<file path="src/rtl/traffic_pkg.sv">
// Shared types, default durations and lamp-decode helpers for the traffic phase timer.
package traffic_pkg;

    typedef enum logic [2:0] {
        MAIN_G  = 3'd0,
        MAIN_Y  = 3'd1,
        ALL_RED = 3'd2,
        SIDE_G  = 3'd3,
        SIDE_Y  = 3'd4,
        PED     = 3'd5
    } phase_t;

    typedef enum logic [2:0] {
        IDLE  = 3'd0,
        LOAD  = 3'd1,
        COUNT = 3'd2,
        STEP  = 3'd3,
        FAULT = 3'd4
    } tstate_t;

    localparam int unsigned DEF_TICK_DIV = 50_000_000;
    localparam int unsigned DEF_W        = 8;
    localparam int unsigned DEF_T_MAIN_G = 20;
    localparam int unsigned DEF_T_YEL    = 3;
    localparam int unsigned DEF_T_ALLRED = 1;
    localparam int unsigned DEF_T_SIDE_G = 10;
    localparam int unsigned DEF_T_PED    = 8;

    function automatic phase_t decode_phase(input logic ped, input logic mg, input logic my,
                                            input logic sg, input logic sy);
        phase_t p;
        if (ped)     p = PED;
        else if (mg) p = MAIN_G;
        else if (my) p = MAIN_Y;
        else if (sg) p = SIDE_G;
        else if (sy) p = SIDE_Y;
        else         p = ALL_RED;
        return p;
    endfunction

    // Two vehicle lamps at once, or the walk lamp alongside any vehicle lamp.
    function automatic logic lamps_illegal(input logic ped, input logic mg, input logic my,
                                           input logic sg, input logic sy);
        logic multi;
        multi = (mg & my) | (mg & sg) | (mg & sy) | (my & sg) | (my & sy) | (sg & sy);
        return multi | (ped & (mg | my | sg | sy));
    endfunction

endpackage

</file>
<file path="src/rtl/tick_prescaler.sv">
// Divides clk down to a one-cycle tick every TICK_DIV cycles; the count freezes while run is low.
module tick_prescaler #(
    parameter int unsigned TICK_DIV = 50_000_000
) (
    input  logic clk,
    input  logic reset_n,
    input  logic run,
    output logic tick
);

    localparam int unsigned CW = $clog2(TICK_DIV);
    localparam logic [CW-1:0] LAST = CW'(TICK_DIV - 1);

    logic [CW-1:0] cnt_q, cnt_d;

    always_comb begin
        cnt_d = cnt_q;
        if (run) begin
            cnt_d = (cnt_q == LAST) ? '0 : cnt_q + CW'(1);
        end
    end

    always_ff @(posedge clk or negedge reset_n) begin
        if (!reset_n) cnt_q <= '0;
        else          cnt_q <= cnt_d;
    end

    assign tick = run && (cnt_q == LAST);

endmodule

</file>
<file path="src/rtl/traffic_phase_timer.sv">
// Phase timer that times each sequencer phase and pulses step on expiry.
// Define TRAFFIC_ACTUATED_EN to hold main green until a side-street vehicle is seen.
module traffic_phase_timer
    import traffic_pkg::*;
#(
    parameter int unsigned TICK_DIV = DEF_TICK_DIV,
    parameter int unsigned W        = DEF_W,
    parameter int unsigned T_MAIN_G = DEF_T_MAIN_G,
    parameter int unsigned T_YEL    = DEF_T_YEL,
    parameter int unsigned T_ALLRED = DEF_T_ALLRED,
    parameter int unsigned T_SIDE_G = DEF_T_SIDE_G,
    parameter int unsigned T_PED    = DEF_T_PED
) (
    input  logic         clk,
    input  logic         reset_n,
    input  logic         run,
    input  logic         MG,
    input  logic         MY,
    input  logic         SG,
    input  logic         SY,
    input  logic         pedLight,
    input  logic         sideCar,
    output logic         step,
    output logic         tick,
    output logic [W-1:0] remaining,
    output logic         phaseErr,
    output tstate_t      state_dbg
);

    tstate_t      state_q, state_d;
    phase_t       phase_q, phase_d;
    logic [W-1:0] rem_q, rem_d;
    logic         err_q, err_d;
    phase_t       dec_phase;
    logic         illegal;
    logic         hold_green;
    logic         side_latch_q;

    function automatic logic [W-1:0] dur_of(input phase_t p);
        int unsigned v;
        case (p)
            MAIN_G:          v = T_MAIN_G;
            MAIN_Y, SIDE_Y:  v = T_YEL;
            SIDE_G:          v = T_SIDE_G;
            PED:             v = T_PED;
            default:         v = T_ALLRED;
        endcase
        if (v == 0) v = 1;
        return W'(v);
    endfunction

    tick_prescaler #(.TICK_DIV(TICK_DIV)) u_prescaler (
        .clk     (clk),
        .reset_n (reset_n),
        .run     (run),
        .tick    (tick)
    );

    assign dec_phase = decode_phase(pedLight, MG, MY, SG, SY);
    assign illegal   = lamps_illegal(pedLight, MG, MY, SG, SY);

`ifdef TRAFFIC_ACTUATED_EN
    logic side_latch_d;

    // Clearing on a SIDE_G load wins over a same-cycle detection.
    always_comb begin
        side_latch_d = side_latch_q;
        if (state_q == LOAD && !illegal && dec_phase == SIDE_G) begin
            side_latch_d = 1'b0;
        end else if (sideCar && phase_q != SIDE_G) begin
            side_latch_d = 1'b1;
        end
    end

    always_ff @(posedge clk or negedge reset_n) begin
        if (!reset_n) side_latch_q <= 1'b0;
        else          side_latch_q <= side_latch_d;
    end

    assign hold_green = (phase_q == MAIN_G) && !side_latch_q;
`else
    logic unused_fixed;
    assign side_latch_q = 1'b0;
    assign hold_green   = 1'b0;
    assign unused_fixed = sideCar ^ (^phase_q) ^ side_latch_q;
`endif

    always_comb begin
        state_d = state_q;
        phase_d = phase_q;
        rem_d   = rem_q;
        err_d   = err_q;
        case (state_q)
            IDLE: begin
                if (run) state_d = LOAD;
            end
            LOAD: begin
                phase_d = dec_phase;
                rem_d   = dur_of(dec_phase);
                if (illegal) begin
                    state_d = FAULT;
                    err_d   = 1'b1;
                end else begin
                    state_d = COUNT;
                end
            end
            COUNT: begin
                if (illegal) begin
                    state_d = FAULT;
                    err_d   = 1'b1;
                end else if (rem_q == '0) begin
                    // Only reachable while holding actuated green (or a zero-width duration).
                    if (!hold_green) state_d = STEP;
                end else if (tick) begin
                    rem_d = rem_q - W'(1);
                    if (rem_q == W'(1) && !hold_green) state_d = STEP;
                end
            end
            STEP:    state_d = LOAD;
            FAULT:   state_d = FAULT;
            default: state_d = IDLE;
        endcase
    end

    always_ff @(posedge clk or negedge reset_n) begin
        if (!reset_n) begin
            state_q <= IDLE;
            phase_q <= MAIN_G;
            rem_q   <= '0;
            err_q   <= 1'b0;
        end else begin
            state_q <= state_d;
            phase_q <= phase_d;
            rem_q   <= rem_d;
            err_q   <= err_d;
        end
    end

    assign step      = (state_q == STEP);
    assign remaining = rem_q;
    assign phaseErr  = err_q;
    assign state_dbg = state_q;

endmodule

</file>
<file path="config.mk">
export PLATFORM = sky130hd
export DESIGN_NAME = traffic_phase_timer
export DESIGN_NICKNAME = d
export VERILOG_FILES = /design/src/rtl/traffic_pkg.sv /design/src/rtl/tick_prescaler.sv /design/src/rtl/traffic_phase_timer.sv
export SDC_FILE = /design/constraint.sdc
export NUM_CORES = 1
export LEC_CHECK = 0
export ABC_CLOCK_PERIOD_IN_PS = 2200
export CORE_UTILIZATION = 42
export CTS_BUF_LIST = sky130_fd_sc_hd__clkbuf_8
export DETAILED_ROUTE_END_ITERATION = 10
export PLACE_DENSITY = 0.59
export REMOVE_ABC_BUFFERS = 1
export SYNTH_ARGS = -nofsm -noshare
export SYNTH_HDL_FRONTEND = slang
export SYNTH_SLANG_ARGS = --single-unit
</file>
<file path="constraint.sdc">
create_clock -name clk -period 2.2 [get_ports clk]
set_input_delay 0.66 -clock clk [delete_from_list [all_inputs] [get_ports clk]]
set_output_delay 0.66 -clock clk [all_outputs]
set_load 0.05 [all_outputs]
</file>
==> results.cfg <==
[timing]
fmax_mhz = 434
finalHoldViolations = 0
worst_slack_ns = -0.105
tightest_slew_ns = 0.488
period_minus_slack_ns = 2.31
slew_headroom_pct = 67.4
min_period_over_period_pct = 105
hold_ws_ns = 0.323
fin_skew_ns = 0.00791
setup_violations = 1
tns_ns = -0.105
rsz0062_at_grt = true
slew_viol_final = 0

[cts]
cts_max_level = 2
root_buffer = clkbuf_8
cts_sinks = 38
clk_pin_slew_ns = 0.07
insertion_delay_ns = 0.28
clock_path_buffers = 2
ctsHoldBuffers = 0
cts_tree = done
cts_made_buffers = 5

[synthesis]
synthAdderAreaFrac_pct = 2.77
synthCells = 217
synth-xor-area-share_pct = 9.28
ys_types = 51
ys_top_cells_by_area = dfrtp_1 44%, nor2_1 5.7%, xor2_1 5.7%
yosysWarnings = 0
synthArstFlopShare_pct = 100
yosys.area_share.simple_pct = 32.1
synth_top_family_by_area = simple AND/OR/NAND/NOR gates
synth.most_common_cell = dfrtp_1
synth_seq_cells = 38
yosysSeqAreaShare_pct = 43.8
avgSynthCellArea_um2 = 10.0
synth_compound_area_share_pct = 8.02
synth_top_area_cell = dfrtp_1
synth_area_um2 = 2170
synth-main-ff-cell = dfrtp_1
synth_top_area_share_pct = 43.8
synth_edf_count = 0
synthMuxAreaShare_pct = 2.36
synth_top_cells_by_count = 38 x dfrtp_1, 33 x nor2_1, 17 x nand2_1

[layout]
num_antenna_cells = 0
finalNetCount = 296
final_layout_size_suffix_gt1_share_pct = 27.6
syn2layout_area_growth_pct = 32.2
final_cells = 350

[power]
p_leak_uw = 0.00136
power_density_nw_per_um2 = 782
ir_worst_vdd_uv = 519

[place]
hpwl_um = 3510
gp_congestion = 0.808
port_buffers = 21
place_inst = 337

[worst_setup_path]
crit_path_end_kind = output pin
rr_worst_depth = 7
worst-setup-path-type = reg -> out
r2r_end = remaining[3]$_DFFE_PN0P_
r2r_slack_ns = 0.22
cp_max_fo = 4
start_kind = flop
r2r_start = u_prescaler.cnt_q[10]$_DFFE_PN0P_
critPathArrivalTime_ns = 1.65
cp.required_ns = 1.54

[grt]
grt_overflow = 0
grt_max_degree = 21
grtUsageTotal_pct = 20.1
antenna_found_initial = 0
grt_pass1_vias = 1765
grt_pass1_wl_um = 8270

[die]
placementRows = 25
dieArea_um2 = 5460
core_um2 = 4850
io_pins = 23
fp.dieH_um = 73.9
fp.dieW_um = 73.9
start_util_pct = 44.7

[detailed_routing]
vias = 1820
drtIter0Drc = 47
drc = 0
totalWireLength_um = 4810
vias_per_cell = 5.20
wl_per_cell_um = 13.7
final_antenna_net_count = 0
drtPass1Iterations = 4

[status]
status = complete, but fails checks
violations = negative setup slack

[worst_hold_path]
hp-class = in -> async

[flow_run]
maxCapViolations = 0
## metrics by stage
stage | area [um2] | power [uW] | utilization, % | setup WS (ns)
6_report | 2870 | 2240 | 59.2 | -0.105
2_1_floorplan | 2160 | 1500 | - | -0.666
5_1_grt | 2870 | 2410 | 59.2 | -0.172
4_1_cts | 2850 | 2260 | 58.8 | -0.106
3_5_place_dp | 2710 | 1790 | 56.0 | -0.464
3_3_place_gp | 2710 | 1790 | 56.0 | -0.452
## critical path, cell delays in order, from the launching register on
cell and delay (ns):
dfrtp_1 0.40, ha_4 0.17, nand3_2 0.09, or2_4 0.26, nor3_4 0.18, buf_6 0.13, buf_12 0.12
## repair_timing
item / 4_1_cts / 5_1_grt
setup buffers: 5 / 1
setup endpoints to repair: 8 / 4
pin swaps: 12 / 3
gates resized for setup: 17 / 2
## cells by family (layout without fill, tap and decap cells)
kind of cell,after synthesis,after routing
adders and majority gates,5,5
AOI/OAI and AO/OA,24,24
buffers and inverters,9,75
muxes,5,5
DFF,38,38
xor gates and xnor gates,23,23
and+or+nand+nor,113,113
## layout by cell type (no fill, tap or decap), types with 2 or more instances in the layout
master and n:
nand4b_1 2, a32o_1 3, nor2_1 33, nor4_1 2, or3_1 2, mux2i_1 4
ha_1 3, clkdlybuf4s15_1 2, and2_1 2, buf_4 50, buf_12 3, nand2_1 17
nor3_1 2, xnor2_1 9, nand2b_1 6, clkbuf_8 5, inv_1 8, o21ai_0 8
nand4_1 13, nand4_4 2, xor2_1 14, buf_2 2, a21o_1 2, dlygate4sd2_1 3
nand3_1 7, dfrtp_1 38, nor4_4 3, nor4_2 2, and3_1 5
## sequential cells by signal (all words and copies together) (netlist names)
name,flops
remaining,8
phaseErr,1
u_prescaler.cnt_q,26
state_dbg,3
## area by class of cell
cell class                      count  area (um2)
Fill cell                         437        1980
Timing Repair Buffer               62         513
Multi-Input combinational cell    170        1220
Clock inverter                      2        7.51
Tap cell                           67        83.8
Sequential cell                    38         951
Inverter                            6        22.5
Clock buffer                        5        68.8
## per-layer routing
metal	GRT usage, %	vias to the layer above	part of all wire, %
li1	-	916	-
met1	29.3	870	52
met2	30.2	30	44
met3	5.35	4	3.3
met4	3.85	0	0.58
met5	0	-	0
## power breakdown
group	internal, uW	switching [uW]
sequential	803	152
clock	209	221
combinational	341	518
total	1350	892
## how the worst max path moves through the flow
| stage | from | endpoint | slack [ns] | depth (start not counted) |
|---|---|---|---|---|
| floorplan | run | tick | -0.67 | 3 |
| global placement | run | tick | -0.45 | 6 |
| detailed placement | run | tick | -0.46 | 6 |
| CTS | u_prescaler.cnt_q[7]$_DFFE_PN0P_ | tick | -0.11 | 5 |
| global route | u_prescaler.cnt_q[0]$_DFFE_PN0P_ | tick | -0.17 | 6 |
| finish | u_prescaler.cnt_q[0]$_DFFE_PN0P_ | tick | -0.11 | 6 |
No activity file was read; power rests on OpenSTA's default activity.
